### src/rtl/alu_arbiter.sv
// Two-requester round-robin front end for a single shared combinational ALU.
// One transaction in flight at a time: IDLE accept, EXEC capture, RESP hold.
module alu_arbiter #(
  parameter int DWIDTH = 32
) (
  input  logic              clk,
  input  logic              rst,
  input  logic [1:0]        req_valid_i,
  output logic [1:0]        req_ready_o,
  input  logic [1:0]        req0_sel_i,
  input  logic [1:0]        req1_sel_i,
  input  logic [DWIDTH-1:0] req0_op1_i,
  input  logic [DWIDTH-1:0] req0_op2_i,
  input  logic [DWIDTH-1:0] req1_op1_i,
  input  logic [DWIDTH-1:0] req1_op2_i,
  output logic [1:0]        alu_sel_o,
  output logic [DWIDTH-1:0] alu_op1_o,
  output logic [DWIDTH-1:0] alu_op2_o,
  input  logic [DWIDTH-1:0] alu_res_i,
  output logic              rsp_valid_o,
  output logic              rsp_id_o,
  output logic [DWIDTH-1:0] rsp_data_o,
  input  logic              rsp_ready_i
);

  typedef enum logic [1:0] {
    IDLE = 2'd0,
    EXEC = 2'd1,
    RESP = 2'd2
  } state_t;

  state_t            r_state;
  state_t            w_next;
  logic              r_last;
  logic              r_id;
  logic [1:0]        r_sel;
  logic [DWIDTH-1:0] r_op1;
  logic [DWIDTH-1:0] r_op2;
  logic [DWIDTH-1:0] r_data;
  logic              w_any;
  logic              w_gnt_id;
  logic              w_accept;

  assign w_any    = |req_valid_i;
  // On a tie the requester not served last wins; a lone request always wins.
  assign w_gnt_id = (&req_valid_i) ? ~r_last : req_valid_i[1];
  assign w_accept = (r_state == IDLE) && w_any;

  always_ff @(posedge clk or negedge rst) begin
    if (!rst) begin
      r_state <= IDLE;
    end else begin
      r_state <= w_next;
    end
  end

  always_comb begin
    w_next = r_state;
    case (r_state)
      IDLE:    w_next = w_any ? EXEC : IDLE;
      EXEC:    w_next = RESP;
      RESP:    w_next = rsp_ready_i ? IDLE : RESP;
      default: w_next = IDLE;
    endcase
  end

  always_comb begin
    req_ready_o = 2'b00;
    rsp_valid_o = 1'b0;
    if (w_accept && rst) begin
      req_ready_o = w_gnt_id ? 2'b10 : 2'b01;
    end
    if (r_state == RESP) begin
      rsp_valid_o = 1'b1;
    end
  end

  always_ff @(posedge clk or negedge rst) begin
    if (!rst) begin
      r_last <= 1'b1;
      r_id   <= 1'b0;
      r_sel  <= '0;
      r_op1  <= '0;
      r_op2  <= '0;
    end else if (w_accept) begin
      r_last <= w_gnt_id;
      r_id   <= w_gnt_id;
      r_sel  <= w_gnt_id ? req1_sel_i : req0_sel_i;
      r_op1  <= w_gnt_id ? req1_op1_i : req0_op1_i;
      r_op2  <= w_gnt_id ? req1_op2_i : req0_op2_i;
    end
  end

  always_ff @(posedge clk or negedge rst) begin
    if (!rst) begin
      r_data <= '0;
    end else if (r_state == EXEC) begin
      r_data <= alu_res_i;
    end
  end

  assign alu_sel_o  = r_sel;
  assign alu_op1_o  = r_op1;
  assign alu_op2_o  = r_op2;
  assign rsp_id_o   = r_id;
  assign rsp_data_o = r_data;

endmodule

### config.mk
export PLATFORM = sky130hd
export DESIGN_NAME = alu_arbiter
export DESIGN_NICKNAME = d
export VERILOG_FILES = /design/src/rtl/alu_arbiter.sv
export SDC_FILE = /design/constraint.sdc
export NUM_CORES = 1
export LEC_CHECK = 0
export CORE_MARGIN = 5
export CORE_UTILIZATION = 30
export CTS_CLUSTER_DIAMETER = 100
export DETAILED_ROUTE_END_ITERATION = 7
export GPL_ROUTABILITY_DRIVEN = 0
export PLACE_DENSITY = 0.76
export REMOVE_ABC_BUFFERS = 1
export SLEW_MARGIN = 20
export SYNTH_ARGS = -nofsm -noshare
export SYNTH_HDL_FRONTEND = slang
export SYNTH_SLANG_ARGS = --single-unit
### constraint.sdc
create_clock -name clk -period 4.2 [get_ports clk]
set_clock_uncertainty 0.1 [all_clocks]
set_input_delay 0.42 -clock clk [delete_from_list [all_inputs] [get_ports clk]]
set_output_delay 0.42 -clock clk [all_outputs]
set_load 0.02 [all_outputs]
Yosys cells after proc, flatten, opt, wreduce, memory -nomap -nowiden
Index checks and enable logic that the tools add are counted.
Storage, ports and cells
  flip-flop bits (word level): 102
  latch bits: 0
  memory bits (writable): 0
  ROM bits: 0
  input bits: 169
  output and inout port bits: 102
  logic and storage cells: 25
  memories kept: 0
Cells by class
  add/sub/neg operators: 0
  multiply operators: 0
  div/mod/pow operators: 0
  magnitude comparators: 0
  equal/unequal tests: 2
  shift operators: 0
  multiplexer cells: 10
  bitwise gates (word level): 1
  reduce and logical (&&, ||, !) cells: 5
Operators with widths (count)
  2-to-1 mux 32 bit: 2
  2-to-1 mux 2 bit: 4
  case mux 2 bit (3 select lines): 1
  2-to-1 mux 1 bit: 3
  == test 2 x 1 -> 1 bit, second input constant: 1
  == test 2 bit, second input constant: 1
  logical AND 1 bit: 2
  zero test 2 bit: 1
  AND reduction 2 bit: 1
  OR reduction 2 bit: 1
  inverter 1 bit: 1

Logic depth before layout (Yosys ltp)
Gate-level depths: netlist of run 1.
  depth after elaboration: 4
  mapped depth: 5
  depth with buffers taken out: 3

Worst setup path before layout of run 1
No wires, ideal clock.
  kind: input port to output port
  start point: input port req_valid_i[1]
  end point: output port req_ready_o[0]
  arrival time: 1.296 ns
  data required time: 3.680 ns
  slack: 2.384 ns
  stages on the path: 4
  buffers on the path: 1
  cell sequence: nor2_1 nor3_2 buf_2 and3_1
Between the ends
  cells in the longest elaborated chain, start to end: 4
RTL lines
  start: declaration: line 8  | input logic [1:0] req_valid_i,
  OR reduction 2 bit: line 44  | assign w_any = |req_valid_i;
  logical AND 1 bit: line 47  | assign w_accept = (r_state == IDLE) && w_any;
  net w_accept: line 42  | logic w_accept;
  logical AND 1 bit: line 70  | if (w_accept && rst) begin
  2-to-1 mux 2 bit: line 70
  end: declaration: line 9  | output logic [1:0] req_ready_o,
The timed path passes the listed nets, and every way through them passes these cells.

Worst setup path after layout of run 1
  start point: input port req_valid_i[0]
  end point: output port req_ready_o[0]
Between the ends
  cells in the longest elaborated chain, start to end: 4
RTL lines (line)
  AND reduction 2 bit / OR reduction 2 bit (equally long branches): 46, 44
  2-to-1 mux 1 bit / logical AND 1 bit (equally long branches): 46, 47
  2-to-1 mux 2 bit / logical AND 1 bit (equally long branches): 71, 70
  2-to-1 mux 2 bit (*): 70
Mark *: on every way between the ends. The rest lies on a longest branch, timed or not.

==> results by group, run 1 <==
Floorplanning
  • Die height: around 140 µm
  • Starting Density: 0.305
  • Ports: 271
  • Core Region: 15,800 µm²
  • Std-Cell Rows: between 40 and 50
  • Die outline width: between 100 and 150 µm
  • Die area: around 19,000 µm²

CTS
  • Root Buffer: clkbuf_16
  • Clock buffer depth: 2
  • Worst-path clk slew: 0.06 ns
  • CTS tree: done
  • Worst skew pair latency: 0.34 ns
  • Post-CTS sizing: 0
  • Post-CTS Setup Repair Bufs: 0
  • Hold-fix buffer count after cts: 0
  • H-Tree Depth: 3
  • Clk sink count: 102
  • CTS buffer count: 9

Synthesis
  • Mapped Area: roughly 4800 µm²
  • Mean post-synth cell area: 16.3 µm²
  • Main area contributors after synthesis: dfrtp_1, mux2_2, mux2_4, buf_2, buf_6
  • Cell count after synthesis: 296
  • Ys Warns: 0
  • #FFs+latches synth: 102
  • Sequential element share of the synthesized area: 0.530
  • Netlist cell types: 15
  • Synth area leader: dfrtp_1
  • Post-synth top area share: 0.524

Setup path
  • CP peak stage delay: 0.61 ns
  • CP Cell Sequence: clkdlybuf4s50_1, a21bo_4, and3_1, clkdlybuf4s50_1
  • Critical setup path kind: in -> out
  • CP dominant cell by count: clkdlybuf4s50_1
  • Slowest cell on crit path: clkdlybuf4s50_1
  • Arr. time, crit path: 2.20 ns
  • R2R depth: 4
  • Crit-path max FO: 23
  • Worst setup SP type: input pin
  • Crit. End Element: output port
  • Worst Path Required: 3.68 ns

Power
  • Pint: 3750 µW
  • Cell Pwr Density: 715 nW/µm²
  • Pleak: 0.00336 µW
  • Comb power frac: 0.551
  • Seq pwr share: 0.308
  • Net Sw Frac: 0.347
  • Worst vdd ir: 0.365 mV
  • Clk pwr share: 0.141
  • P_sw: 1990 µW

STA
  • F_max: 368 MHz
  • Worst slew pin tran: 0.710 ns
  • Rel. slew slack: 0.527
  • Final hold vios: 0
  • RSZ-0062 raised after global routing: false
  • Fin crit share: 0.647
  • Final setup violation count: 0
  • Final Max Tran Viols: 0
  • Min Hold Slack: 0.157 ns
  • Final min period: 2.72 ns

Detailed routing
  • Detailed Route Iter0 Violations: 61
  • DRC: 0
  • Via density: 4.39
  • Routed len/inst: between 15 and 20 µm
  • Drt total wl: 13,800 µm
  • Drt first pass iters: 4
  • Final ANT Viol Nets: 0
  • DR vias: approximately 3.5k

GRT
  • Largest net degree at the start of global routing: between 50 and 60
  • First-pass GRT wire length: between 20,000 and 25,000 µm
  • Initial antenna violation count: 0
  • Total gr overflow: 0
  • Total Routing Usage GR: 0.147
  • Vias in the first global route: 3,961

Outcome
  • Status: finished clean

Cells and area
  • Fin nets: about 740
  • Most frequent cells in the layout: clkdlybuf4s50_1, mux2_2, dfrtp_1
  • Multi-input logic area: 2160 µm²
  • Filler cell count: around 1.3k
  • Final Util: 0.507
  • Reg area: 2550 µm²
  • Commonest non-fill, non-tap cell in the layout: clkdlybuf4s50_1
  • Layout cells sized above 1: 0.333
  • Area growth, synth to finish: 66.5%
  • ANT cells: 0

Run
  • Max_cap viols: 0

Placement
  • DP HPWL: 10,800 µm
  • PortBufs: 270

Hold path
  • Worst Hold Class: in -> async
## critical path, delay by kind of cell
family / cells / cell delay (ns)
compound gates: 1 / 0.42
buf+inv: 2 / 1.12
simple gates: 1 / 0.22
## metal layers
| layer | track usage | up-vias | wire, µm |
|---|---|---|---|
| met1 | 0.165 | 1698 | 5270 |
| met3 | 0.0460 | 20 | 977 |
| li1 | - | 1601 | - |
| met5 | 0 | - | 0 |
| met2 | 0.262 | 137 | 7210 |
| met4 | 0.0571 | 0 | 329 |
## cells in the mapped netlist
master    instances
a21bo_2           1
a21boi_0          1
and3_1            2
buf_2            13
buf_6             4
clkbuf_1          1
dfrtp_1         101
dfstp_2           1
inv_1             1
mux2_2          108
mux2_4           58
nand2b_1          2
nor2_1            1
nor3_2            1
o21ai_0           1
## registers in the layout, summed over array words and instances (netlist names)
register	flops
alu_op1_o	32
alu_op2_o	32
alu_sel_o	2
r_last	1
r_state	2
rsp_data_o	32
rsp_id_o	1
## layout make-up
| class | instances | area share |
|---|---|---|
| inverters | 1 | 0.000468 |
| multi-input cells | 175 | 0.269 |
| flip-flops and latches | 102 | 0.318 |
| well taps | 216 | 0.0337 |
| repair buffers | 277 | 0.343 |
| clock buffers | 12 | 0.0295 |
| clock inverters | 4 | 0.00608 |
## final timing paths
kind / start / slack (ns) / end
min: rst / 0.16 / alu_op2_o[3]
max: req_valid_i[0] / 1.48 / req_ready_o[0]
max in group asynchronous: rst / 3.33 / alu_op1_o[14]
min in group clk: rsp_data_o[31] / 0.40 / rsp_data_o[31]
min reg2reg: rsp_data_o[31] / 0.40 / rsp_data_o[31]
max reg2reg: r_last / 1.89 / alu_op1_o[23]
## cells by family (layout without fill, tap and decap cells)
family / count (synthesis) / count (layout) / share of synthesized area
buffers and inverters: 19 / 294 / 0.0244
AO/OA/AOI/OAI: 3 / 3 / 0.00467
multiplexers: 166 / 166 / 0.433
flip-flops: 102 / 102 / 0.530
AND/OR/NAND/NOR: 6 / 6 / 0.00805
## power groups by stage
stage / logic [µW] / clock network, µW / registers (µW)
after global routing: 3330 / 882 / 1840
after global placement: 3160 / 0 / 1760
after CTS: 3220 / 849 / 1780
final: 3160 / 811 / 1770
after floorplan: 1190 / 0 / 2370
after detailed placement: 3200 / 0 / 1790
## through the flow
stage	instances	worst slack, ns	power (µW)	setup TNS (ns)	cell area, µm²
detailed placement	771	1.45	4990	0	7740
floorplan	278	-0.676	3560	-19.07	4710
finish	787	1.48	5740	0	8030
CTS	787	1.47	5840	0	8030
global route	787	1.39	6050	0	8030
global placement	771	1.47	4920	0	7740
Note: power is estimated with default switching activity, not from simulation.
==> run 2: changes to the inputs <==
Clock period 4.2 ns to 2.6 ns, I/O delays scaled along.
==> run 2 against run 1 <==
  * Non-clock buffer count down 1
  * Register-to-register slack worse by 1.2 ns
  * Global-route usage down 0.28 points
  * Die area unchanged
  * Critical path depth unchanged
  * Highest routed layer unchanged
  * Clock power up 60%
==> results by group, run 2 (same netlist as run 1, synthesis figures left out) <==
Detailed routing
  • Final ANT Viol Nets: 0
  • Detailed Route Iter0 Violations: 91
  • Via density: between 4 and 5
  • Drt total wl: ~14,000 µm
  • Drt first pass iters: 4
  • DR vias: 3,455
  • DRC: 0
  • Routed len/inst: approximately 17 µm

STA
  • Min Hold Slack: 0.295 ns
  • Worst slew pin tran: 0.733 ns
  • Final Max Tran Viols: 0
  • Fin crit share: 0.900
  • Final setup violation count: 0
  • Final hold vios: 0
  • Rel. slew slack: 0.511
  • RSZ-0062 raised after global routing: false
  • F_max: 427 MHz
  • Worst setup margin: 0.259 ns
  • Final min period: 2.34 ns

Power
  • Cell Pwr Density: between 1000 and 1500 nW/µm²
  • Worst vdd ir: 0.519 mV
  • Pleak: 0.00336 µW

GRT
  • Total Routing Usage GR: 0.145
  • Vias in the first global route: 3,832
  • Total gr overflow: 0
  • Initial antenna violation count: 0
  • Largest net degree at the start of global routing: 81
  • First-pass GRT wire length: 20,800 µm

Hold path
  • Worst Hold Class: in -> async

Outcome
  • Status: finished clean

Floorplanning
  • Core Region: 15,800 µm²
  • Starting Density: 0.305
  • Die outline width: 137 µm
  • Die height: 137 µm
  • Ports: around 270
  • Std-Cell Rows: 46
  • Die area: 18,700 µm²

Setup path
  • CP peak stage delay: 0.64 ns
  • CP Cell Sequence: dlygate4sd3_1, buf_4, and3_1, clkdlybuf4s50_1
  • Worst Path Required: 2.24 ns
  • Arr. time, crit path: 1.98 ns
  • Slowest cell on crit path: clkdlybuf4s50_1
  • Critical setup path kind: in -> out
  • Crit-path max FO: 25
  • Crit. End Element: output port
  • Worst setup SP type: input pin

CTS
  • H-Tree Depth: 3
  • Root Buffer: clkbuf_16
  • Post-CTS Setup Repair Bufs: 0
  • Worst skew pair latency: around 0.34 ns
  • CTS buffer count: 9
  • Clk sink count: 102
  • Clock buffer depth: 2
  • CTS tree: done
  • Post-CTS sizing: 0
  • Hold-fix buffer count after cts: 1
  • Worst-path clk slew: 0.06 ns

Cells and area
  • Fin nets: 734
  • Commonest non-fill, non-tap cell in the layout: clkdlybuf4s50_1
  • Area growth, synth to finish: 67.0%
  • ANT cells: 0
  • Layout cells sized above 1: 0.330
  • Most frequent cells in the layout: clkdlybuf4s50_1, mux2_2, dfrtp_1
  • Filler cell count: ~1.4k

Placement
  • PortBufs: 270
  • Pre-CTS setup slack: 0.313 ns
  • DP HPWL: 10,600 µm

Run
  • Max_cap viols: 0
[run 2: changes by cell type in the layout (fill, tap and decap cells not counted), sizes merged]
| cell | before | now |
|---|---|---|
| buf | 8 | 6 |
| clkinv | 3 | 2 |
| clkinvlp | 0 | 1 |
| dlygate4sd3 | 0 | 1 |
[run 2: worst max-delay path, delay by kind of cell]
family / cells / cell delay, ns
buffers and inverters: 3 / 1.50
and+or+nand+nor: 1 / 0.21
[run 2: power breakdown]
group	switching (µW)	internal, µW
Sequential	435	2420
Clock	560	744
Combinational	2240	2910
[run 2: path summary, 6_finish.rpt]
| kind | start | to | slack [ns] | cells after the start |
|---|---|---|---|---|
| max in group asynchronous | rst | alu_op1_o[27] | 1.09 | 3 |
| setup / recovery | rst | req_ready_o[0] | 0.26 | 4 |
| min in group clk | rsp_data_o[8] | rsp_data_o[8] | 0.40 | 1 |
| hold / removal | rst | rsp_data_o[8] | 0.29 | 2 |
| setup reg to reg | r_last | alu_op1_o[21] | 0.72 | 4 |
| hold reg to reg | rsp_data_o[8] | rsp_data_o[8] | 0.40 | 1 |
[run 2: layout make-up]
class	count	area, µm²	share of cell area
clock buffer	12	236	0.0294
clock inverter	4	47.5	0.00591
inverter	1	3.75	0.000466
multi-input combinational	175	2160	0.268
sequential	102	2550	0.317
tap	216	270	0.0336
timing repair buffer	276	2780	0.345
[run 2: stage by stage]
step | instance area [µm²] | setup TNS (ns) | total power [µW] | utilization | cells
after floorplan | 4710 | -131.94 | 5750 | - | 278
after CTS | 8050 | 0 | 9470 | 0.508 | 786
after global placement | 7750 | 0 | 7980 | 0.490 | 769
after global routing | 8050 | 0 | 9800 | 0.509 | 786
after detailed placement | 7750 | 0 | 8100 | 0.490 | 769
final | 8050 | 0 | 9310 | 0.509 | 786
[run 2: routing by layer]
metal	GRT usage	share of wire	vias to the layer above
met4	0.0414	0.015	0
met5	0	0	-
met3	0.0555	0.083	12
met1	0.156	0.37	1713
met2	0.262	0.53	131
li1	-	-	1599
